==> src/rtl/add_sub_seq_32bit.sv <==
`default_nettype none
`timescale 1ns/1ps
// ============================================================================
// Module   : add_sub_seq_32bit (with helper full_adder_16bit)
// Purpose  : Multi-cycle add/subtract sequencer. One 16-bit adder is reused
//            over successive slices, LSB slice first. The carry is
//            registered between slices. Operands and results move through
//            valid/ready handshakes.
// Revision : 1.0 - initial release
// ============================================================================

// 16-bit ripple adder slice with carry in/out
module full_adder_16bit (
   input  logic [15:0] i_a,
   input  logic [15:0] i_b,
   input  logic        i_c_in,
   output logic [15:0] o_sum,
   output logic        o_c_out
);

   // Widen by one bit so the carry out falls out of the addition
   assign {o_c_out, o_sum} = {1'b0, i_a} + {1'b0, i_b} + {16'd0, i_c_in};

endmodule

module add_sub_seq_32bit #(
   parameter int WIDTH = 32,
   parameter int SLICE = 16
) (
   input  logic             clk,
   input  logic             rst_n,
   input  logic             i_in_valid,
   output logic             o_in_ready,
   input  logic [WIDTH-1:0] i_a,
   input  logic [WIDTH-1:0] i_b,
   input  logic             i_sub,
   output logic             o_out_valid,
   input  logic             i_out_ready,
   output logic [WIDTH-1:0] o_result,
   output logic             o_c_out,
   output logic             o_overflow,
   output logic             o_zero
);

   localparam int NUM_SLICES = WIDTH / SLICE;
   localparam int IDX_W      = (NUM_SLICES > 1) ? $clog2(NUM_SLICES) : 1;
   localparam logic [IDX_W-1:0] C_LAST_IDX = IDX_W'(NUM_SLICES - 1);

   typedef enum logic [1:0] {
      S_IDLE = 2'd0,
      S_RUN  = 2'd1,
      S_DONE = 2'd2
   } state_t;

   state_t           r_state;
   logic [WIDTH-1:0] r_a;
   logic [WIDTH-1:0] r_b;
   logic             r_carry;
   logic [IDX_W-1:0] r_idx;
   logic [WIDTH-1:0] r_result;
   logic             r_out_valid;
   logic             r_c_out;
   logic             r_overflow;
   logic             r_zero;

   logic [SLICE-1:0] w_a_sl [NUM_SLICES];
   logic [SLICE-1:0] w_b_sl [NUM_SLICES];
   logic [SLICE-1:0] w_a_cur;
   logic [SLICE-1:0] w_b_cur;
   logic [SLICE-1:0] w_sum;
   logic             w_adder_c;
   logic [WIDTH-1:0] w_res_next;

   // Split the latched operands into slice-sized views for the mux
   for (genvar g = 0; g < NUM_SLICES; g++) begin : g_slices
      assign w_a_sl[g] = r_a[g*SLICE +: SLICE];
      assign w_b_sl[g] = r_b[g*SLICE +: SLICE];
   end

   assign w_a_cur = w_a_sl[r_idx];
   assign w_b_cur = w_b_sl[r_idx];

   full_adder_16bit u_adder (
      .i_a     (w_a_cur),
      .i_b     (w_b_cur),
      .i_c_in  (r_carry),
      .o_sum   (w_sum),
      .o_c_out (w_adder_c)
   );

   // Result with the current slice merged in; the flags on the final
   // slice are computed from this so they see the complete word
   always_comb begin
      w_res_next = r_result;
      w_res_next[int'(r_idx)*SLICE +: SLICE] = w_sum;
   end

   assign o_in_ready  = (r_state == S_IDLE);
   assign o_out_valid = r_out_valid;
   assign o_result    = r_result;
   assign o_c_out     = r_c_out;
   assign o_overflow  = r_overflow;
   assign o_zero      = r_zero;

   // Sequencer: accept, run one slice per cycle, hold result until taken
   always_ff @(posedge clk or negedge rst_n) begin
      if (!rst_n) begin
         r_state     <= S_IDLE;
         r_a         <= '0;
         r_b         <= '0;
         r_carry     <= 1'b0;
         r_idx       <= '0;
         r_result    <= '0;
         r_out_valid <= 1'b0;
         r_c_out     <= 1'b0;
         r_overflow  <= 1'b0;
         r_zero      <= 1'b0;
      end else begin
         case (r_state)
            S_IDLE: begin
               if (i_in_valid) begin
                  r_a     <= i_a;
                  // Subtraction is a + ~b + 1; the +1 rides in the carry
                  r_b     <= i_sub ? ~i_b : i_b;
                  r_carry <= i_sub;
                  r_idx   <= '0;
                  r_state <= S_RUN;
               end
            end
            S_RUN: begin
               r_result <= w_res_next;
               r_carry  <= w_adder_c;
               r_idx    <= r_idx + 1'b1;
               if (r_idx == C_LAST_IDX) begin
                  r_c_out     <= w_adder_c;
                  r_overflow  <= (r_a[WIDTH-1] == r_b[WIDTH-1]) &&
                                 (w_res_next[WIDTH-1] != r_a[WIDTH-1]);
                  r_zero      <= (w_res_next == '0);
                  r_out_valid <= 1'b1;
                  r_state     <= S_DONE;
               end
            end
            S_DONE: begin
               if (i_out_ready) begin
                  r_out_valid <= 1'b0;
                  r_state     <= S_IDLE;
               end
            end
            default: begin
               r_state <= S_IDLE;
            end
         endcase
      end
   end

endmodule
`default_nettype wire

==> config.mk <==
export PLATFORM = sky130hd
export DESIGN_NAME = add_sub_seq_32bit
export DESIGN_NICKNAME = d
export VERILOG_FILES = /design/src/rtl/add_sub_seq_32bit.sv
export SDC_FILE = /design/constraint.sdc
export NUM_CORES = 1
export LEC_CHECK = 0
export ABC_AREA = 1
export CORE_UTILIZATION = 53
export DETAILED_ROUTE_END_ITERATION = 6
export GPL_TIMING_DRIVEN = 0
export HOLD_SLACK_MARGIN = 0.05
export PLACE_DENSITY = 0.83
export SLEW_MARGIN = 15
export SYNTH_ARGS = -nofsm -noshare
export SYNTH_HDL_FRONTEND = slang
export SYNTH_HIERARCHICAL = 1
export SYNTH_SLANG_ARGS = --single-unit
==> constraint.sdc <==
create_clock -name clk -period 3.9 [get_ports clk]
set_input_delay 0.39 -clock clk [delete_from_list [all_inputs] [get_ports clk]]
set_output_delay 0.39 -clock clk [all_outputs]
set_load 0.01 [all_outputs]
==> summary.txt <==
Placed cell count - 1020
CP peak stage delay - 0.48 ns
Setup CP Type - reg -> reg
Starting DRT DRC Count - 226
Total leakage power - 3.70 nW
Hold crit path type - in -> reg
CP Data Required Time - 4.21 ns
Core area - 10500 sq um
Die area - 11300 sq um
Via count of the routed design - 5212
Worst EP arrival - 3.75 ns
Clk Latency, worst-skew pair - 0.38 ns
DRT antenna net count - 0
Synth Area in Compound Gates - 7.13%
Clock Path Buffers - 2
HPWL after DPL - 11100 microns
Clock sinks - 104
Top cell type's share of synthesized area - 45.1%
Post-synthesis adder-cell area fraction - 3.94%
Global-route wire length before repair - 23600 microns
Crit-path slowest cell - fa_1
Clk pin slew, worst setup/hold paths - 0.10 ns
CTS Buf Count - 9
Slew @ Worst Pin - 0.550 ns
Die Height - 106 microns
Crit path capture type - flip-flop
Startpoint types - flip-flop
WP buf/inv - 3
Die Wd - 106 microns
Final hold vios - 0
Via density - 5.03
Root Driver - clkbuf_8
Slew HR - 63.3%
Max FO, Critical Path - 10
CTS tree - built
Number of synthesized flops with an enable pin - 0
Vias in the first global route - 5030
Initial antenna violation count - 0
Hold path startpoint - i_sub
Period utilisation layout - 88.1%
Gpl congestion - 0.894
Avg Cell Area, Syn - 7.42 sq um
Max cap viols - 0
RSZ-0062 raised after global routing - false
Routed wire per std cell - 13.7 microns
H-tree Lvls - 3
Share of layout cells above drive strength 1 - 6.78%
Fraction of registers with async set/reset - 100%
Most common cell in the netlist - nand2_1
Top Usage Layer GRT - met2
Fill cells - 914
First-pass DRT Iterations - 5
Reg-to-Reg Start - r_idx$_DFFE_PN0P_
Synth Area in XOR/XNOR - 5.91%
Post-synthesis simple-gate area fraction - 30.6%
Area leader, netlist - dfrtp_1
Final Cell Area - 7230 sq um
Main combinational cell family by area after synthesis - simple AND/OR/NAND/NOR gates
Yosys warns - 6
Placed instance area - 7020 sq um
Most numerous cell on the critical path - nand2_1
Worst setup path start - r_idx$_DFFE_PN0P_
Met2 Track Usage GR - 46.7%
Multiplexer area fraction after synthesis - 0.585%
Library cells used by synthesis - 35
Count of final max-slew check failures - 0
Period minus WS final - 3.44 ns
Sequential area share after synthesis - 45.1%
# port buffers - 104
PostCTS Resize Cnt - 0
Maximum clock rate - 0.291 GHz
Antenna Cells - 0
Drt total wl - 14200 microns
Status - complete, no violations
Synthesized Nets - 865
Layout Nets - 982
Final cell count without fillers - 1036
Area Growth Syn to Fin - 25.1%
Post-CTS setup buffers - 0
Final Skew - 0.0136 ns
IO Pins - 106
DRC violations left - 0
Setup Viol. Count Final - 0
Commonest cells post-synth - 366 x nand2_1, 104 x dfrtp_1, 59 x inv_1
Synth Cell Area - 5780 sq um
Peak supply drop - 0.397 mV
Met1 Track Usage GR - 34.5%
Power per standard cell area - 961 nW/um^2
Tot GR Track Use - 27.0%
FP Rows - 37
CP top delay family - simple AND/OR/NAND/NOR gates
Synth area leaders - dfrtp_1 45%, nand2_1 24%, o21ai_0 5.0%, xnor2_1 5.0%, inv_1 3.8%
Total overflow reported by the global router - 0
Number of synthesized register bits - 104
Crit-path cells - inv_2, buf_2, buf_1, nand2_1, nand2_1, fa_1, fa_1, nand2_1, nand2_1, nand3b_1, nand2_2, nand2_1, nand2_1, nand2_1, nand2_1, nor2_1, nand2_1, nor2_1, nand2_1, nand2_1, nand3_1, nand2_1
Setup TNS - 0 ns
Largest net degree at the start of global routing - 63
Initial core utilization - 55.2%
Met3 usage - 3.19%
Synth Instances - 779
Prevailing post-synth register cell - dfrtp_1
[repair_timing]
action	4_1_cts	5_1_grt
hold buffers	1	0
hold endpoints to repair	42	0
setup endpoints to repair	0	0
[flip-flops by register name (all words and copies together) (netlist names)]
name and cells:
r_idx 1, r_carry 1, o_overflow 1, o_out_valid 1, r_a 32, o_zero 1
r_b 32, o_c_out 1, o_result 32, r_state 2
[routing by layer]
metal | vias up | part of all wire [%]
li1 | 2625 | -
met1 | 2382 | 45
met2 | 174 | 48
met3 | 31 | 4.1
met4 | 0 | 2.7
met5 | - | 0
[report_power, final]
group	switching, W	total [W]	internal (W)
combinational	0.00269	0.00431	0.00161
sequential	0.000335	0.00193	0.00160
clock	0.000396	0.000701	0.000305
[worst paths after layout]
check / endpoint / slack [ns] / depth (start not counted)
worst max-delay path: o_zero$_DFFE_PN0P_ / 0.46 / 22
worst min-delay path: r_b[20]$_DFFE_PN0P_ / 0.38 / 3
worst max register to register: o_zero$_DFFE_PN0P_ / 0.46 / 22
worst min register to register: o_out_valid$_DFFE_PN0P_ / 0.49 / 2
max in group asynchronous: r_b[28]$_DFFE_PN0P_ / 2.78 / 3
min in group asynchronous: o_result[17]$_DFFE_PN0P_ / 0.48 / 2
[kinds of logic (layout without fill, tap and decap cells)]
family	after synthesis	after routing
AO/OA/AOI/OAI	76	76
XOR/XNOR	39	39
adder cells (fa/ha/maj)	17	17
buffers and inverters	95	216
flip-flops	104	104
multiplexers	3	3
AND/OR/NAND/NOR	445	445
[placed cells by master, fill, tap and decap left out, types with 2 or more instances in the layout]
cell type,n
a21oi_1,7
o211ai_1,2
clkbuf_8,9
inv_1,59
nor2_1,41
inv_6,3
nand2_1,366
buf_2,12
nor3_2,3
or2_1,2
clkbuf_1,11
nand2_2,9
xor2_1,6
clkdlybuf4s50_1,103
nand3_1,16
xnor2_1,33
o21ai_2,4
dfrtp_1,104
nand3b_1,2
buf_6,3
buf_1,5
o21ai_0,58
mux2_2,3
ha_1,15
inv_2,5
fa_1,2
[area by class of cell]
type	count	area, sq um	area share, %
multi-input combinational	580	2780	38.5
tap	136	170	2.35
sequential	104	2600	36.0
timing repair buffer	106	1080	14.9
clock buffer	9	124	1.71
inverter	64	240	3.32
clock inverter	6	75.1	1.04
buffer	31	150	2.08
[per-stage QoR]
step                      worst slack [ns]  hold slack (ns)  power, W  utilization, %
final                                0.464            0.378   0.00694            69.1
after global routing                 0.153            0.422   0.00762            69.1
after CTS                            0.472            0.392   0.00691            69.1
after detailed placement             0.527            0.330   0.00620            67.1
after global placement               -1.25            0.462   0.00606            66.8
after floorplan                       1.05           0.0944   0.00483               -
[tightest hold or removal path, stage by stage]
cell and delay [ns]:
buf_2 0.14, xnor2_1 0.12, o21ai_0 0.06
Note: power is estimated with default switching activity, not from simulation.
